**src/rtl/fp_pkg.sv**
```systemverilog
// fp_normalizer shared types
// constants, FSM state, flag indices, operand bundle
package fp_pkg;

  localparam int EXP_W  = 8;
  localparam int FRAC_W = 23;
  localparam int MANT_W = FRAC_W + 2;

  localparam logic [EXP_W-1:0] EXP_MAX = 8'hFF;
  localparam int BIAS = 127;

  typedef enum logic [1:0] {
    IDLE,
    SHIFT,
    DONE
  } state_e;

  localparam int FLAG_N = 3;
  localparam int FLAG_Z = 2;
  localparam int FLAG_C = 1;
  localparam int FLAG_V = 0;

  typedef struct packed {
    logic              sign;
    logic [EXP_W-1:0]  exp;
    logic [MANT_W-1:0] mant;
  } fp_operand_t;

endpackage

```
**src/rtl/fp_normalizer_if.sv**
```systemverilog
// fp_normalizer handshake bundle
// master drives operands, slave is the normalizer
interface fp_normalizer_if
  import fp_pkg::*;
();

  logic              in_valid;
  logic              in_ready;
  logic              in_sign;
  logic [EXP_W-1:0]  in_exp;
  logic [MANT_W-1:0] in_mant;
  logic              out_valid;
  logic              out_ready;
  logic [31:0]       Result;
  logic [3:0]        ALUFlags;

  modport master (
    output in_valid,
    output in_sign,
    output in_exp,
    output in_mant,
    output out_ready,
    input  in_ready,
    input  out_valid,
    input  Result,
    input  ALUFlags
  );

  modport slave (
    input  in_valid,
    input  in_sign,
    input  in_exp,
    input  in_mant,
    input  out_ready,
    output in_ready,
    output out_valid,
    output Result,
    output ALUFlags
  );

endinterface

```
**src/rtl/fp_normalizer.sv**
```systemverilog
// fp_normalizer: post-add renormalization
// one shift per cycle, packs IEEE word + NZCV
module fp_normalizer
  import fp_pkg::*;
(
  input  logic           clk,
  input  logic           reset,
  fp_normalizer_if.slave bus
);

  state_e              state_q, state_d;
  logic                sign_q, sign_d;
  logic [EXP_W:0]      exp_q, exp_d;
  logic [MANT_W-1:0]   mant_q, mant_d;
  logic                c_q, c_d;
  logic [31:0]         res_q, res_d;
  logic [3:0]          flg_q, flg_d;
  logic                zero_d;
  logic                ovf_d;
  logic                fin;

  // state register
  always_ff @(posedge clk) begin
    if (reset) state_q <= IDLE;
    else       state_q <= state_d;
  end

  // operand/result registers
  always_ff @(posedge clk) begin
    if (reset) begin
      sign_q <= 1'b0;
      exp_q  <= '0;
      mant_q <= '0;
      c_q    <= 1'b0;
      res_q  <= '0;
      flg_q  <= '0;
    end else begin
      sign_q <= sign_d;
      exp_q  <= exp_d;
      mant_q <= mant_d;
      c_q    <= c_d;
      res_q  <= res_d;
      flg_q  <= flg_d;
    end
  end

  // datapath: load, single-step shift, pack on finish
  always_comb begin
    sign_d = sign_q;
    exp_d  = exp_q;
    mant_d = mant_q;
    c_d    = c_q;
    res_d  = res_q;
    flg_d  = flg_q;
    zero_d = 1'b0;
    ovf_d  = 1'b0;
    fin    = 1'b0;
    case (state_q)
      IDLE: begin
        if (bus.in_valid) begin
          sign_d = bus.in_sign;
          c_d    = bus.in_mant[MANT_W-1];
          exp_d  = {1'b0, bus.in_exp};
          mant_d = bus.in_mant;
          if (bus.in_mant == '0 || bus.in_exp == '0) begin
            zero_d = 1'b1;
            fin    = 1'b1;
          end else if (bus.in_mant[MANT_W-1]) begin
            mant_d = bus.in_mant >> 1;
            exp_d  = {1'b0, bus.in_exp} + 9'd1;
            ovf_d  = exp_d >= {1'b0, EXP_MAX};
            fin    = 1'b1;
          end else if (bus.in_mant[MANT_W-2]) begin
            fin = 1'b1;
          end
        end
      end
      SHIFT: begin
        // exp==1 means one more shift would go denormal
        if (exp_q == 9'd1) begin
          zero_d = 1'b1;
          fin    = 1'b1;
        end else begin
          mant_d = mant_q << 1;
          exp_d  = exp_q - 9'd1;
          fin    = mant_d[MANT_W-2];
        end
      end
      default: ;
    endcase
    if (fin) begin
      if (zero_d)
        res_d = 32'h0;
      else if (ovf_d)
        res_d = {sign_d, EXP_MAX, {FRAC_W{1'b0}}};
      else
        res_d = {sign_d, exp_d[EXP_W-1:0],
                 mant_d[FRAC_W-1:0]};
      flg_d[FLAG_N] = sign_d & ~zero_d;
      flg_d[FLAG_Z] = zero_d;
      flg_d[FLAG_C] = c_d;
      flg_d[FLAG_V] = ovf_d;
    end
  end

  // next-state logic
  always_comb begin
    state_d = state_q;
    unique case (state_q)
      IDLE:    if (bus.in_valid)
                 state_d = fin ? DONE : SHIFT;
      SHIFT:   if (fin) state_d = DONE;
      DONE:    if (bus.out_ready) state_d = IDLE;
      default: state_d = IDLE;
    endcase
  end

  // handshake and result outputs
  always_comb begin
    bus.in_ready  = (state_q == IDLE) & ~reset;
    bus.out_valid = (state_q == DONE);
    bus.Result    = res_q;
    bus.ALUFlags  = flg_q;
  end

endmodule

```
**src/flat_wrapper.sv**
```systemverilog
// flat-port wrapper written by rule: the top's interface ports become plain ports
module fp_normalizer_flat import fp_pkg::*;
  (clk, reset, bus_in_valid, bus_in_sign, bus_in_exp, bus_in_mant, bus_out_ready, bus_in_ready, bus_out_valid, bus_Result, bus_ALUFlags);
  fp_normalizer_if bus_i ();
  input  logic clk;
  input  logic reset;
  input wire logic [$bits(bus_i.in_valid)-1:0] bus_in_valid;
  input wire logic [$bits(bus_i.in_sign)-1:0] bus_in_sign;
  input wire logic [$bits(bus_i.in_exp)-1:0] bus_in_exp;
  input wire logic [$bits(bus_i.in_mant)-1:0] bus_in_mant;
  input wire logic [$bits(bus_i.out_ready)-1:0] bus_out_ready;
  output wire logic [$bits(bus_i.in_ready)-1:0] bus_in_ready;
  output wire logic [$bits(bus_i.out_valid)-1:0] bus_out_valid;
  output wire logic [$bits(bus_i.Result)-1:0] bus_Result;
  output wire logic [$bits(bus_i.ALUFlags)-1:0] bus_ALUFlags;
  assign bus_i.in_valid = bus_in_valid;
  assign bus_i.in_sign = bus_in_sign;
  assign bus_i.in_exp = bus_in_exp;
  assign bus_i.in_mant = bus_in_mant;
  assign bus_i.out_ready = bus_out_ready;
  assign bus_in_ready = bus_i.in_ready;
  assign bus_out_valid = bus_i.out_valid;
  assign bus_Result = bus_i.Result;
  assign bus_ALUFlags = bus_i.ALUFlags;
  fp_normalizer u_core (.clk(clk), .reset(reset), .bus(bus_i));
endmodule
```
**config.mk**
```make
export PLATFORM = sky130hd
export DESIGN_NAME = fp_normalizer_flat
export DESIGN_NICKNAME = d
export VERILOG_FILES = /design/src/rtl/fp_pkg.sv /design/src/rtl/fp_normalizer_if.sv /design/src/rtl/fp_normalizer.sv /design/src/flat_wrapper.sv
export SDC_FILE = /design/constraint.sdc
export NUM_CORES = 1
export LEC_CHECK = 0
export CAP_MARGIN = 10
export CORE_ASPECT_RATIO = 1.4
export CORE_MARGIN = 5
export CORE_UTILIZATION = 53
export CTS_CLUSTER_SIZE = 28
export DETAILED_ROUTE_END_ITERATION = 10
export HOLD_SLACK_MARGIN = 0.08
export PLACE_DENSITY = 0.91
export SLEW_MARGIN = 20
export SYNTH_ARGS = -nofsm -noshare
export SYNTH_HDL_FRONTEND = slang
export SYNTH_SLANG_ARGS = --single-unit
```
**constraint.sdc**
```tcl
create_clock -name clk -period 2.6 [get_ports clk]
set_clock_uncertainty 0.15 [all_clocks]
set_input_delay 0.39 -clock clk [delete_from_list [all_inputs] [get_ports clk]]
set_output_delay 0.39 -clock clk [all_outputs]
set_load 0.005 [all_outputs]
```
==> results_dict.tcl <==
set metrics [dict create \
    setup-tns-final_ns 0 \
    drc 0 \
    ys_seq_area_share_pct 35.2 \
    wl_per_cell_um 19.7 \
    synth_fa_ha_area_share_pct 1.55 \
    dp_hpwl_um 9600 \
    synth-async-reset-ratio_pct 0 \
    worstMarginPinSlew_ns 0.545 \
    synthTopCellsByArea "dfxtp_1, mux2i_1, a22o_1" \
    power_frac_clock_pct 36.0 \
    yosys_warnings 0 \
    synth_area_um2 4040 \
    slew_headroom_pct 63.6 \
    crit_type "input pin to flip-flop" \
    cts_hold_buf 0 \
    die_w_um 83.8 \
    drv_slew 0 \
    grt_overflow_total 0 \
    worst_ir_drop_vdd_uv 486 \
    synth_ff_type "dfxtp_1" \
    synthSimpleGateAreaFrac_pct 24.6 \
    avgViaCountPerCell 6.51 \
    whs_endpoint "u_core.bus.Result[30]" \
    htreeDepth 3 \
    switching_power_uw 961 \
    fp.dieH_um 113 \
    p_int_uw 2380 \
    final_cell_mix "clkdlybuf4s50_1, dfxtp_1, buf_4, nor2_1, nand2_1" \
    start_util_pct 54.5 \
    synth_top_family_by_area "simple AND/OR/NAND/NOR gates" \
    cts_tree "built" \
    antenna_left 0 \
    r2r_end "u_core.bus.Result[2]" \
    status "finished clean" \
    port_buffers 75 \
    power.share.combinational_pct 25.8 \
    yosysTopAreaCellShare_pct 35.2 \
    min_path_cells 1 \
    worstPathRequired_ns 2.68 \
    reg2reg_slack_ns 0.06 \
    fin_crit_sh_pct 99.2 \
    stdcell_area_um2 5560 \
    synthMuxAreaShare_pct 7.09 \
    grt_max_degree 27 \
    mostFrequentLayoutCell "clkdlybuf4s50_1" \
    hold_violations 0 \
    synth_nets 521 \
    fillerInstances 501 \
    fin_util_pct 75.0 \
    clock_sinks 71 \
    rr_startpoint "u_core.exp_q[1]" \
    synth-compound-area-share_pct 24.3 \
    ios 76 \
    hp-start "u_core.bus.Result[30]" \
    grt_pass1_wl_um 21000 \
    layout.nets 632 \
    leakage_uw 0.00218 \
    insertion_delay_ns 0.37 \
    grt_util_all_layers_pct 27.6 \
    syn_inst 478 \
    setup_viol 0 \
    fp-row-count 37 \
    finalCriticalPeriod_ns 2.58 \
    ys_ff_latch 71 \
    routed-via-count 4497 \
    core_um2 7410 \
    place_congestion 0.916 \
    start_kind "input pin" \
    wl_um 13600 \
    cts_root_buf "clkbuf_8" \
    reg2regPathDepth 8 \
    cap_violations 0 \
    area_growth_pct 37.5 \
    layout.cells.non_filler 691 \
    drtIter0Drc 368 \
    dieArea_um2 9490 \
    clk_path_buf_depth 2 \
    syn_area_per_cell_um2 8.45 \
    critPathMaxFanout 4 \
    synth_top_area_cell "dfxtp_1" \
    ys_types 64 \
    grt_antenna_before_repair 0 \
    hold_class "flip-flop to flip-flop" \
    cts_inserted_buffers 9 \
    synth_edf_count 0 \
    clk_pin_slew_worst_paths_ns 0.08 \
    max_freq_ghz 0.388 \
    first_global_vias 4432 \
    arrival_ns 2.66 \
    total_power_uw 3340 \
    layout-drive-gt1-share_pct 16.2 \
    p_per_area_nw_per_um2 602 \
    first_pass_iters 5 \
    switching_share_pct 28.7 \
    insertedDiodeCount 0 \
    power_frac_seq_pct 38.3 \
    dpl.cell_count 674 \
    synth_xor_area_share_pct 0.650 \
    placed_cell_area_um2 5240 \
    end_kind "flip-flop" \
]
-- flip-flops by register name (all words and copies together), names as in the netlist --
name and count:
u_core.c_q 1, u_core.bus.ALUFlags 3, u_core.state_q 2, u_core.sign_q 1, u_core.exp_q 9, u_core.bus.Result 32
u_core.mant_q 23
-- layout make-up --
cell class              instances  area, µm²  share of cell area, %
multi-input cells             346       2400                   43.2
flip-flops and latches         71       1420                   25.6
repair buffers                137       1250                   22.6
clock buffers                  11        141                   2.55
clock inverters                 5        129                   2.32
well taps                      97        121                   2.18
inverters                      24       90.1                   1.62
-- layer usage --
metal	global-route usage [%]	routed length [µm]	vias up
li1	-	-	2003
met1	30.0	4980	2105
met5	0	0	-
met4	17.6	642	0
met2	48.1	6860	326
met3	5.90	1160	63
-- metrics by stage --
| stage | setup WS (ns) | hold slack [ns] |
|---|---|---|
| detailed placement | -0.347 | 0.297 |
| global placement | -0.251 | 0.294 |
| finish | 0.0219 | 0.318 |
| CTS | 0.0222 | 0.318 |
| global route | -0.00000866 | 0.341 |
| floorplan | 0.249 | 0.287 |
-- power by group through the flow --
stage | clock, µW | combinational [µW] | sequential, µW
after global routing | 1260 | 919 | 1290
after detailed placement | 0 | 820 | 1290
after CTS | 1200 | 832 | 1270
after global placement | 0 | 787 | 1290
final | 1200 | 861 | 1280
after floorplan | 0 | 448 | 1280
-- worst max-delay path, stage by stage --
cell	delay [ns]
clkdlybuf4s50_1	0.44
inv_1	0.10
ha_2	0.20
or3b_2	0.50
nor2_1	0.18
buf_4	0.16
o221ai_1	0.11
a221oi_1	0.48
nor3_1	0.10
-- synth_stat cells (all sizes together) (2+ instances only) --
cell,number
a32oi,7
a211oi,4
nand4,4
and2,18
a311o,2
nor2b,15
mux2i,23
nor3b,4
xor2,2
a31oi,3
nor4,8
nand3,17
or3b,2
and4b,5
a221oi,7
nand3b,3
dfxtp,71
nand2,34
a22o,19
or4,3
buf,11
nor3,15
mux2,5
nor2,43
a21oi,25
ha,5
and3,4
nand2b,3
o21ai,5
o2bb2ai,14
o211ai,3
inv,24
o221ai,19
clkbuf,26
a21o,2
o31ai,2
a211o,3
-- logic make-up (layout without fill, tap and decap cells) --
| family | Yosys count | in the layout |
|---|---|---|
| AO/OA/AOI/OAI | 126 | 126 |
| flip-flops | 71 | 71 |
| multiplexers | 28 | 28 |
| AND/OR/NAND/NOR | 184 | 184 |
| adder cells (fa/ha/maj) | 5 | 5 |
| buffers and inverters | 61 | 177 |
| XOR/XNOR | 3 | 3 |
-- worst max-delay path by stage --
stage | from | end | slack, ns
after CTS | bus_in_exp[0] | u_core.bus.Result[18] | 0.02
after floorplan | bus_in_exp[0] | u_core.bus.Result[14] | 0.25
after detailed placement | bus_in_exp[0] | u_core.bus.Result[8] | -0.35
after global routing | u_core.exp_q[4] | u_core.bus.Result[4] | -0.000009
final | bus_in_exp[0] | u_core.mant_q[4] | 0.02
after global placement | bus_in_exp[0] | u_core.bus.Result[4] | -0.25
-- what timing repair did --
item | in CTS | in global routing
resized for setup | 0 | 7
setup endpoints to repair | 0 | 33
setup buffers | 0 | 1
No activity file was read; power rests on OpenSTA's default activity.
